## src/rtl/intra_mb_scheduler.sv

```systemverilog
// Raster-order macroblock sequencer: sixteen luma 4x4 jobs, then one paired chroma 8x8 job per 16x16 MB.
// Start pulses decode directly from state; a done pulse is honoured only in the state waiting for it.
module intra_mb_scheduler #(
  parameter  int WIDTH   = 1280,
  parameter  int LENGTH  = 720,
  localparam int MB_COLS = WIDTH / 16,
  localparam int MB_ROWS = LENGTH / 16,
  localparam int XW      = (MB_COLS > 1) ? $clog2(MB_COLS) : 1,
  localparam int YW      = (MB_ROWS > 1) ? $clog2(MB_ROWS) : 1
) (
  input  logic          clk,
  input  logic          reset,
  input  logic          enable,
  input  logic          frame_start,
  input  logic          done_luma4x4,
  input  logic          done_chromab8x8,
  input  logic          done_chromar8x8,
  output logic          start_luma4x4,
  output logic          start_chroma8x8,
  output logic [XW-1:0] mb_x,
  output logic [YW-1:0] mb_y,
  output logic [3:0]    blk_idx,
  output logic          busy,
  output logic          frame_done
);

  typedef enum logic [2:0] {
    IDLE    = 3'd0,
    L_ISSUE = 3'd1,
    L_WAIT  = 3'd2,
    C_ISSUE = 3'd3,
    C_WAIT  = 3'd4,
    ADVANCE = 3'd5
  } state_t;

  localparam logic [XW-1:0] X_LAST = XW'(MB_COLS - 1);
  localparam logic [YW-1:0] Y_LAST = YW'(MB_ROWS - 1);

  state_t        state_q, state_d;
  logic [XW-1:0] mb_x_q, mb_x_d;
  logic [YW-1:0] mb_y_q, mb_y_d;
  logic [3:0]    blk_q, blk_d;
  logic          cb_seen_q, cb_seen_d;
  logic          cr_seen_q, cr_seen_d;
  logic          start_l, start_c, fdone;

  always_ff @(posedge clk or negedge reset) begin
    if (!reset) begin
      state_q   <= IDLE;
      mb_x_q    <= '0;
      mb_y_q    <= '0;
      blk_q     <= '0;
      cb_seen_q <= 1'b0;
      cr_seen_q <= 1'b0;
    end else begin
      state_q   <= state_d;
      mb_x_q    <= mb_x_d;
      mb_y_q    <= mb_y_d;
      blk_q     <= blk_d;
      cb_seen_q <= cb_seen_d;
      cr_seen_q <= cr_seen_d;
    end
  end

  always_comb begin
    state_d   = state_q;
    mb_x_d    = mb_x_q;
    mb_y_d    = mb_y_q;
    blk_d     = blk_q;
    cb_seen_d = cb_seen_q;
    cr_seen_d = cr_seen_q;
    start_l   = 1'b0;
    start_c   = 1'b0;
    fdone     = 1'b0;
    case (state_q)
      IDLE: begin
        if (frame_start) begin
          state_d = L_ISSUE;
          mb_x_d  = '0;
          mb_y_d  = '0;
          blk_d   = '0;
        end
      end
      L_ISSUE: begin
        if (enable) begin
          start_l = 1'b1;
          state_d = L_WAIT;
        end
      end
      L_WAIT: begin
        if (done_luma4x4) begin
          if (blk_q == 4'd15) begin
            blk_d   = '0;
            state_d = C_ISSUE;
          end else begin
            blk_d   = blk_q + 4'd1;
            state_d = L_ISSUE;
          end
        end
      end
      C_ISSUE: begin
        if (enable) begin
          start_c   = 1'b1;
          cb_seen_d = 1'b0;
          cr_seen_d = 1'b0;
          state_d   = C_WAIT;
        end
      end
      C_WAIT: begin
        // Sticky latches let blue and red finish in either order or together.
        cb_seen_d = cb_seen_q | done_chromab8x8;
        cr_seen_d = cr_seen_q | done_chromar8x8;
        if (cb_seen_d && cr_seen_d) begin
          state_d = ADVANCE;
        end
      end
      ADVANCE: begin
        if (mb_x_q != X_LAST) begin
          mb_x_d  = mb_x_q + 1'b1;
          state_d = L_ISSUE;
        end else if (mb_y_q != Y_LAST) begin
          mb_x_d  = '0;
          mb_y_d  = mb_y_q + 1'b1;
          state_d = L_ISSUE;
        end else begin
          fdone   = 1'b1;
          mb_x_d  = '0;
          mb_y_d  = '0;
          state_d = IDLE;
        end
      end
      default: begin
        state_d = IDLE;
      end
    endcase
  end

  assign start_luma4x4   = start_l;
  assign start_chroma8x8 = start_c;
  assign frame_done      = fdone;
  assign busy            = (state_q != IDLE);
  assign mb_x            = mb_x_q;
  assign mb_y            = mb_y_q;
  assign blk_idx         = blk_q;

endmodule

```

## config.mk

```make
export PLATFORM = sky130hd
export DESIGN_NAME = intra_mb_scheduler
export DESIGN_NICKNAME = d
export VERILOG_FILES = /design/src/rtl/intra_mb_scheduler.sv
export SDC_FILE = /design/constraint.sdc
export NUM_CORES = 1
export LEC_CHECK = 0
export CAP_MARGIN = 15
export CORE_MARGIN = 1
export CORE_UTILIZATION = 45
export DETAILED_ROUTE_END_ITERATION = 10
export MAX_ROUTING_LAYER = met4
export PLACE_DENSITY = 0.81
export SYNTH_ARGS = -nofsm -noshare
export SYNTH_HDL_FRONTEND = slang
export SYNTH_SLANG_ARGS = --single-unit
export TNS_END_PERCENT = 5
```

## constraint.sdc

```tcl
create_clock -name clk -period 2.6 [get_ports clk]
set_clock_uncertainty 0.1 [all_clocks]
set_input_delay 0.78 -clock clk [delete_from_list [all_inputs] [get_ports clk]]
set_output_delay 0.78 -clock clk [all_outputs]
set_load 0.05 [all_outputs]
```

==> results.yml, run 1 <==
cells_and_area:
  drive_gt1_share_pct: 15.4
  fin_area_um2: 1730
  fin_cells: 205
  finalNetCount: 187
  diodes: 0
  syn_to_final_growth_pct: 35.5
  nFillCells: 217
critical_path:
  crit_slowest_cell: "clkdlybuf4s50_1"
  cp_num_buf_inv: 1
  cp_top_family: "buffers and inverters"
  path_class: "register to output pin"
  end_kind: "output pin"
  crit_start: "mb_x[4]$_DFFE_PN0P_"
  max_stage_delay_ns: 0.84
  crit_required_ns: 1.72
  critPathMaxFanout: 8
  path_cells: "clkdlybuf4s50_1"
  critPathArrivalTime_ns: 1.65
  r2r_start: "state_q[2]$_DFFE_PN0P_"
  setup.worst_path.start_class: "register"
die:
  die_w_um: 55.3
  pin_count: 28
  fp.dieH_um: 55.3
  start_util_pct: 49.7
  die_area_um2: 3050
  rows: 18
  coreArea_um2: 2570
run:
  cap_violations: 0
cts:
  cts_root_buffer: "clkbuf_4"
  cts_buffer_depth: 2
  cts_tree: "done"
  clock-sinks: 22
  htreeDepth: 1
  path_clk_slew_ns: 0.14
  clk_latency_ns: 0.32
  numCtsBuffers: 3
timing:
  fmax_ghz: 0.395
  worstMarginPinSlew_ns: 0.511
  worst_slack_ns: 0.0707
  post-route-period-util_pct: 97.3
  rsz0062_at_grt: "no"
  maxSlewViolCount: 0
  final-setup-viol-count: 0
  hold_viol_final: 0
  worst_hold_slack_ns: 0.449
  relSlewSlack_pct: 65.8
  min_period_ns: 2.53
yosys:
  synthDistinctLibCells: 39
  synth_seq_area_share_pct: 43.1
  synth_top_cell_by_area: "dfrtp_1"
  synth_area_leaders: "dfrtp_1 (43%), o21ai_0 (6.3%), a32o_1 (3.9%)"
  syn_nets: 151
  syn_area_um2: 1280
  ys_seq_elements: 22
  synthCells: 140
  syn_area_per_cell_um2: 9.12
  ys_warn_count: 0
  synth_top_area_share_pct: 43.1
grt:
  first_global_vias: 1208
  grt_pass1_wl_mm: 5.52
  antenna_found_initial: 0
  grt-ovfl-total: 0
  track_usage_pct: 22.8
  grt_max_degree: 23
power:
  p_leak_nw: 0.738
  ir_worst_vdd_v: 0.000737
  powerDensity_nw_per_um2: 793
  total_power_mw: 1.37
min_path:
  min_from: "state_q[2]$_DFFE_PN0P_"
  hp-class: "register to register"
drt:
  drt_iter0_drc: 43
  num_vias: 1215
  drt-wirelength-per-cell_um: 15.8
  drc: 0
  ant_nets: 0
  vias_per_cell: 5.93
  firstDrtPassIters: 4
  wl_mm: 3.23
placement:
  place_inst: 200
  gp_congestion: 0.857
  dpl_cell_area_um2: 1650
  pre_cts_ws_ns: -0.148
  portBuffers: 27
  place_hpwl_mm: 2.28
status:
  status: "finished clean"
==> registers in the layout, indices dropped and copies added (netlist names) <==
| register | flops |
|---|---|
| blk_idx | 4 |
| cb_seen_q | 1 |
| cr_seen_q | 1 |
| mb_x | 7 |
| mb_y | 6 |
| state_q | 3 |
==> layout make-up <==
type / instances / area [um2] / share of cell area (%)
multi-input cells: 109 / 722 / 41.8
flip-flops and latches: 22 / 551 / 31.8
repair buffers: 37 / 372 / 21.5
well taps: 30 / 37.5 / 2.17
clock buffers: 4 / 36.3 / 2.10
inverters: 3 / 11.3 / 0.651
==> repair_timing <==
item                                    in CTS  in global routing
endpoints found under the setup margin       3                  1
gates resized for setup                      6                  2
pin swaps                                    2                  2
hold buffers                                 0                  0
buffers inserted                             1                  0
==> metal layers <==
layer  vias up  track usage, %  part of all wire (%)
li1        595               -                     -
met1       590            26.9                    44
met2        28            40.4                    52
met3         2            5.39                   4.1
met4         0            3.21                  0.31
met5         -               -                     0
==> cells in the mapped netlist <==
| cell | count |
|---|---|
| a21o_1 | 2 |
| o21ai_0 | 16 |
| o22ai_1 | 1 |
| nor3b_1 | 3 |
| xor2_1 | 1 |
| and2_1 | 1 |
| inv_1 | 3 |
| a21oi_1 | 9 |
| nand2_1 | 10 |
| nor3_1 | 2 |
| a31oi_1 | 1 |
| mux2_2 | 1 |
| o22a_1 | 1 |
| nor2b_1 | 3 |
| dfrtp_1 | 22 |
| nand4_1 | 2 |
| nor2_1 | 10 |
| nand3_1 | 8 |
| clkbuf_1 | 4 |
| ha_1 | 4 |
| buf_4 | 1 |
| and2_0 | 2 |
| and4b_1 | 1 |
| o31ai_1 | 2 |
| or3_1 | 2 |
| and3_1 | 6 |
| a32o_1 | 5 |
| a22o_1 | 1 |
| and4_1 | 1 |
| nand3b_1 | 2 |
| nand2b_1 | 3 |
| a22oi_1 | 1 |
| or4_1 | 2 |
| a31o_2 | 2 |
| buf_6 | 1 |
| a311o_1 | 1 |
| o2bb2ai_1 | 1 |
| o21bai_1 | 1 |
| or3b_1 | 1 |
==> final timing paths <==
check / endpoint / cells past startpoint / slack (ns)
hold reg to reg: state_q[0]$_DFFE_PN0P_ / 1 / 0.45
max in group asynchronous: blk_idx[1]$_DFFE_PN0P_ / 2 / 1.46
min in group asynchronous: mb_x[2]$_DFFE_PN0P_ / 2 / 0.70
hold / removal: state_q[0]$_DFFE_PN0P_ / 1 / 0.45
setup reg to reg: mb_y[5]$_DFFE_PN0P_ / 5 / 0.67
setup / recovery: mb_x[4] / 1 / 0.07
==> layout by cell type (no fill, tap or decap), types with 3 or more instances in the layout <==
master	n
o21ai_0	16
clkbuf_4	3
nand2_1	9
nor2b_1	3
and3_1	5
inv_1	3
nand3_1	8
buf_12	3
dfrtp_1	22
nor2_1	10
a21oi_1	9
a32o_1	5
nand2b_1	3
buf_4	11
ha_1	3
clkdlybuf4s50_1	22
==> cells by family after synthesis <==
group                      synth area share [%]
and+or+nand+nor                            25.4
AOI/OAI and AO/OA                          22.5
DFF                                        43.1
buffers and inverters                      3.53
adders and majority gates                  3.92
xor gates and xnor gates                  0.686
muxes                                     0.882
==> stage by stage <==
stage | setup TNS, ns | utilization [%]
3_5_place_dp | -0.231 | 64.3
5_1_grt | 0 | 67.3
6_report | 0 | 67.3
4_1_cts | 0 | 66.9
2_1_floorplan | -0.509 | -
3_3_place_gp | -0.141 | 64.3
==> power breakdown <==
part / internal, mW / switching, mW
registers: 0.397 / 0.0862
clock network: 0.0856 / 0.110
logic: 0.270 / 0.422
total: 0.753 / 0.618
Power figures use the tool's default switching activity.
==> run 2: changes to the inputs <==
--- a/config.mk
+++ b/config.mk
@@ -6,7 +6,7 @@
 export NUM_CORES = 1
 export LEC_CHECK = 0
 export CAP_MARGIN = 15
-export CORE_MARGIN = 1
+export CORE_MARGIN = 4
 export CORE_UTILIZATION = 45
 export DETAILED_ROUTE_END_ITERATION = 10
 export MAX_ROUTING_LAYER = met4
==> results.yml, run 2 (same netlist as run 1, synthesis figures left out) <==
status:
  status: "finished clean"
min_path:
  min_from: "state_q[2]$_DFFE_PN0P_"
  hp-class: "register to register"
  hold_depth: 2
  hold_end: "cr_seen_q$_DFFE_PN0P_"
grt:
  met3_usage_pct: 4.19
  grt_pass1_wl_mm: 5.10
  grt-ovfl-total: 0
  grtUsageMet1_pct: 22.3
  grt.busiest_layer: "met2"
  track_usage_pct: 18.3
  grtUsageMet2_pct: 30.2
  antenna_found_initial: 0
  grt_max_degree: 23
  first_global_vias: 1160
placement:
  portBuffers: 27
  place_inst: 200
  place_hpwl_mm: 2.15
  gp_congestion: 0.804
power:
  powerDensity_nw_per_um2: 812
  clockPowerShare_pct: 18.8
  p_leak_nw: 0.765
  p_sw_mw: 0.617
  pwr-share-seq_pct: 35.5
  ir_worst_vdd_v: 0.000734
  total_power_mw: 1.44
  internal-power_mw: 0.821
  power_frac_comb_pct: 45.7
  p_sw_share_pct: 42.9
drt:
  num_vias: 1219
  firstDrtPassIters: 4
  drt-wirelength-per-cell_um: 15.6
  drc: 0
  ant_nets: 0
  wl_mm: 3.21
  drt_iter0_drc: 60
  vias_per_cell: 5.92
critical_path:
  r2r-end: "mb_y[5]$_DFFE_PN0P_"
  cp_num_buf_inv: 1
  crit_required_ns: 1.72
  path_cells: "clkdlybuf4s50_1"
  r2r_start: "state_q[2]$_DFFE_PN0P_"
  max_stage_delay_ns: 0.86
  r2r_slack_ns: 0.69
  path_class: "register to output pin"
  setup.worst_path.start_class: "register"
  end_kind: "output pin"
  critPathArrivalTime_ns: 1.68
  cp_top_family: "buffers and inverters"
  critPathMaxFanout: 6
  crit_slowest_cell: "clkdlybuf4s50_1"
  reg2reg_depth: 5
timing:
  min_period_ns: 2.56
  maxSlewViolCount: 0
  final.setup.tns_ns: 0
  relSlewSlack_pct: 66.4
  hold_viol_final: 0
  post-route-period-util_pct: 98.6
  final-setup-viol-count: 0
  fmax_ghz: 0.390
  worstMarginPinSlew_ns: 0.502
cts:
  numCtsBuffers: 3
  htreeDepth: 1
  cts_buffer_depth: 2
  clk_latency_ns: 0.32
  cts_hold_buf: 0
  path_clk_slew_ns: 0.12
  cts_root_buffer: "clkbuf_4"
  cts_tree: "done"
  clock-sinks: 22
cells_and_area:
  diodes: 0
  final_common_cell: "clkdlybuf4s50_1"
  mostFrequentLayoutCells: "clkdlybuf4s50_1 (21), dfrtp_1 (20), o21ai_0 (16), buf_4 (11), nor2_1 (10)"
  fin_cells: 206
  finalNetCount: 187
  largest_reg_flops: 7
  nFillCells: 219
  drive_gt1_share_pct: 17.1
  syn_to_final_growth_pct: 38.7
  seqCellArea_um2: 553
  fin_util_pct: 64.8
  multi_input_area_um2: 741
die:
  pin_count: 28
  coreArea_um2: 2730
  rows: 19
  start_util_pct: 46.7
  fp.dieH_um: 61.3
  die_w_um: 61.3
  die_area_um2: 3750
run:
  cap_violations: 0
run 2: how the worst max path moves through the flow:
stage | startpoint | endpoint | slack (ns) | cells past startpoint
3_5_place_dp | enable | start_luma4x4 | -0.14 | 5
3_3_place_gp | enable | start_chroma8x8 | -0.10 | 4
2_1_floorplan | mb_x[0]$_DFFE_PN0P_ | frame_done | -0.31 | 5
6_report | mb_x[3]$_DFFE_PN0P_ | mb_x[3] | 0.04 | 1
4_1_cts | mb_x[0]$_DFFE_PN0P_ | frame_done | 0.02 | 5
5_1_grt | mb_x[1]$_DFFE_PN0P_ | frame_done | -0.02 | 5
run 2: cell type report:
cell class,instances,area share (%)
multi-input combinational,109,41.8
sequential,22,31.2
timing repair buffer,37,21.1
tap,31,2.19
clock inverter,1,1.70
clock buffer,3,1.27
inverter,3,0.636
run 2: what timing repair did:
action,in CTS,in global routing
endpoints found under the hold margin,0,0
gates resized for setup,6,8
buffers inserted,1,1
setup endpoints to repair,3,2
pin swaps,2,2
run 2: per-stage QoR:
stage / hold WS (ns) / instance area, um2 / setup slack [ns]
floorplan: 0.384 / 1280 / -0.312
global placement: 0.406 / 1640 / -0.103
detailed placement: 0.419 / 1640 / -0.141
CTS: 0.446 / 1730 / 0.0200
global route: 0.478 / 1770 / -0.0207
finish: 0.453 / 1770 / 0.0368
run 2: per-layer routing:
layer,wire length (um),vias up
li1,-,594
met4,17,0
met1,1450,584
met5,0,-
met2,1560,39
met3,185,2
run 2: power groups by stage:
stage          registers (mW)  clock network [mW]  logic [mW]
2_1_floorplan           0.564                   0       0.346
3_3_place_gp            0.494                   0       0.609
3_5_place_dp            0.499                   0       0.626
4_1_cts                 0.495               0.278       0.644
5_1_grt                 0.522               0.287       0.705
6_report                0.510               0.271       0.657
==> run 3: changes to the inputs <==
--- a/config.mk
+++ b/config.mk
@@ -6,7 +6,7 @@
 export NUM_CORES = 1
 export LEC_CHECK = 0
 export CAP_MARGIN = 15
-export CORE_MARGIN = 4
+export CORE_MARGIN = 10
 export CORE_UTILIZATION = 45
 export DETAILED_ROUTE_END_ITERATION = 10
 export MAX_ROUTING_LAYER = met4
@@ -14,4 +14,4 @@
 export SYNTH_ARGS = -nofsm -noshare
 export SYNTH_HDL_FRONTEND = slang
 export SYNTH_SLANG_ARGS = --single-unit
-export TNS_END_PERCENT = 5
+export TNS_END_PERCENT = 50
==> results.yml, run 3 (same netlist as run 1, synthesis figures left out) <==
drt:
  vias_per_cell: 6.05
  ant_nets: 0
  num_vias: 1247
  drt_iter0_drc: 106
  firstDrtPassIters: 4
  wl_mm: 3.51
  drt-wirelength-per-cell_um: 17.0
  drc: 0
cts:
  clock-sinks: 22
  clk_latency_ns: 0.31
  path_clk_slew_ns: 0.13
  htreeDepth: 1
  cts_tree: "done"
  cts_root_buffer: "clkbuf_4"
  cts_buffer_depth: 2
  numCtsBuffers: 3
critical_path:
  cp_num_buf_inv: 1
  path_cells: "ha_2 -> nand3_2 -> nor3_4 -> and3_4 -> buf_12"
  path_class: "register to output pin"
  critPathArrivalTime_ns: 1.70
  max_stage_delay_ns: 0.44
  end_kind: "output pin"
  cp_top_family: "simple AND/OR/NAND/NOR gates"
  crit_required_ns: 1.72
  setup.worst_path.start_class: "register"
  critPathMaxFanout: 5
  crit_slowest_cell: "dfrtp_1"
timing:
  maxSlewViolCount: 0
  relSlewSlack_pct: 65.8
  worstMarginPinSlew_ns: 0.511
  final-setup-viol-count: 0
  post-route-period-util_pct: 99.3
  hold_viol_final: 0
  fmax_ghz: 0.388
  worst_slack_ns: 0.0194
  min_period_ns: 2.58
  final.setup.tns_ns: 0
  rsz0062_at_grt: "yes"
power:
  ir_worst_vdd_v: 0.000654
  power_frac_comb_pct: 47.9
  internal-power_mw: 0.743
  powerDensity_nw_per_um2: 781
  p_sw_share_pct: 45.0
  clockPowerShare_pct: 14.5
  pwr-share-seq_pct: 37.5
  p_sw_mw: 0.609
  p_leak_nw: 0.756
  total_power_mw: 1.35
die:
  die_w_um: 73.3
  start_util_pct: 46.7
  fp.dieH_um: 73.3
  coreArea_um2: 2730
  rows: 19
  die_area_um2: 5370
  pin_count: 28
grt:
  grt-ovfl-total: 0
  grt_max_degree: 23
  track_usage_pct: 13.2
  grt_pass1_wl_mm: 5.72
  antenna_found_initial: 0
  first_global_vias: 1294
cells_and_area:
  fin_util_pct: 63.3
  largest_reg_flops: 7
  nFillCells: 244
  mostFrequentLayoutCells: "dfrtp_1 (22), clkdlybuf4s50_1 (21), o21ai_0 (16), buf_4 (11)"
  finalNetCount: 187
  syn_to_final_growth_pct: 35.7
  diodes: 0
  final_common_cell: "dfrtp_1"
  fin_area_um2: 1730
  drive_gt1_share_pct: 16.0
placement:
  gp_congestion: 0.771
  pre_cts_ws_ns: -0.183
  place_hpwl_mm: 2.50
  portBuffers: 27
  dpl_cell_area_um2: 1640
status:
  status: "finished clean"
min_path:
  hp-class: "register to register"
run:
  cap_violations: 0
-- run 3: cell types whose count changed in the layout (fill, tap and decap cells not counted) --
cell       before  now
nor2_2          0    1
nor3_1          0    1
dfrtp_1        20   22
ha_4            1    0
bufinv_16       1    0
ha_2            0    1
nand3_4         1    0
nor2_1         10    9
nor3_2          1    0
dfrtp_2         2    0
nand3_2         0    1
clkbuf_8        0    1
-- run 3: final cells by class --
class	instances	area (um2)	area share [%]
Tap cell	31	38.8	2.24
Timing Repair Buffer	37	374	21.6
Inverter	3	11.3	0.650
Multi-Input combinational cell	109	721	41.6
Sequential cell	22	551	31.8
Clock buffer	4	36.3	2.10
-- run 3: worst paths after layout --
path | from | to | slack (ns) | depth (start not counted)
max in group asynchronous | reset | mb_y[0]$_DFFE_PN0P_ | 1.48 | 2
worst max-delay path | mb_x[0]$_DFFE_PN0P_ | frame_done | 0.02 | 5
min in group asynchronous | reset | mb_x[6]$_DFFE_PN0P_ | 0.70 | 2
worst min-delay path | blk_idx[2]$_DFFE_PN0P_ | blk_idx[2]$_DFFE_PN0P_ | 0.44 | 1
worst max register to register | state_q[2]$_DFFE_PN0P_ | mb_y[5]$_DFFE_PN0P_ | 0.58 | 5
worst min register to register | blk_idx[2]$_DFFE_PN0P_ | blk_idx[2]$_DFFE_PN0P_ | 0.44 | 1
-- run 3: worst reg2reg max path, delay by kind of cell, from the launching register on --
kind | cells | cell delay [ns]
simple gates | 2 | 0.57
flops | 1 | 0.51
buf+inv | 1 | 0.21
compound gates | 2 | 0.54
-- run 3: per-stage QoR --
step,hold WS (ns),cells
after detailed placement,0.422,200
after global routing,0.466,206
final,0.441,206
after floorplan,0.384,140
after CTS,0.447,204
after global placement,0.412,200
-- run 3: layer usage --
layer | up-vias | wire length (um) | global-route usage, %
li1 | 588 | - | -
met1 | 615 | 1480 | 14.5
met2 | 38 | 1760 | 22.2
met3 | 6 | 223 | 3.36
met4 | 0 | 41 | 5.49
met5 | - | 0 | -
-- run 3: power by group through the flow --
stage / logic [mW] / clock network [mW] / registers, mW
4_1_cts: 0.638 / 0.203 / 0.503
3_3_place_gp: 0.607 / 0 / 0.500
5_1_grt: 0.700 / 0.213 / 0.520
2_1_floorplan: 0.346 / 0 / 0.564
6_report: 0.648 / 0.196 / 0.508
3_5_place_dp: 0.627 / 0 / 0.506
-- run 3: timing repair --
item | in CTS | in global routing
endpoints found under the hold margin | 0 | 0
setup endpoints to repair | 3 | 2
resized for setup | 5 | 5
hold buffers | 0 | 0
pin swaps | 2 | 1
setup buffers | 0 | 2
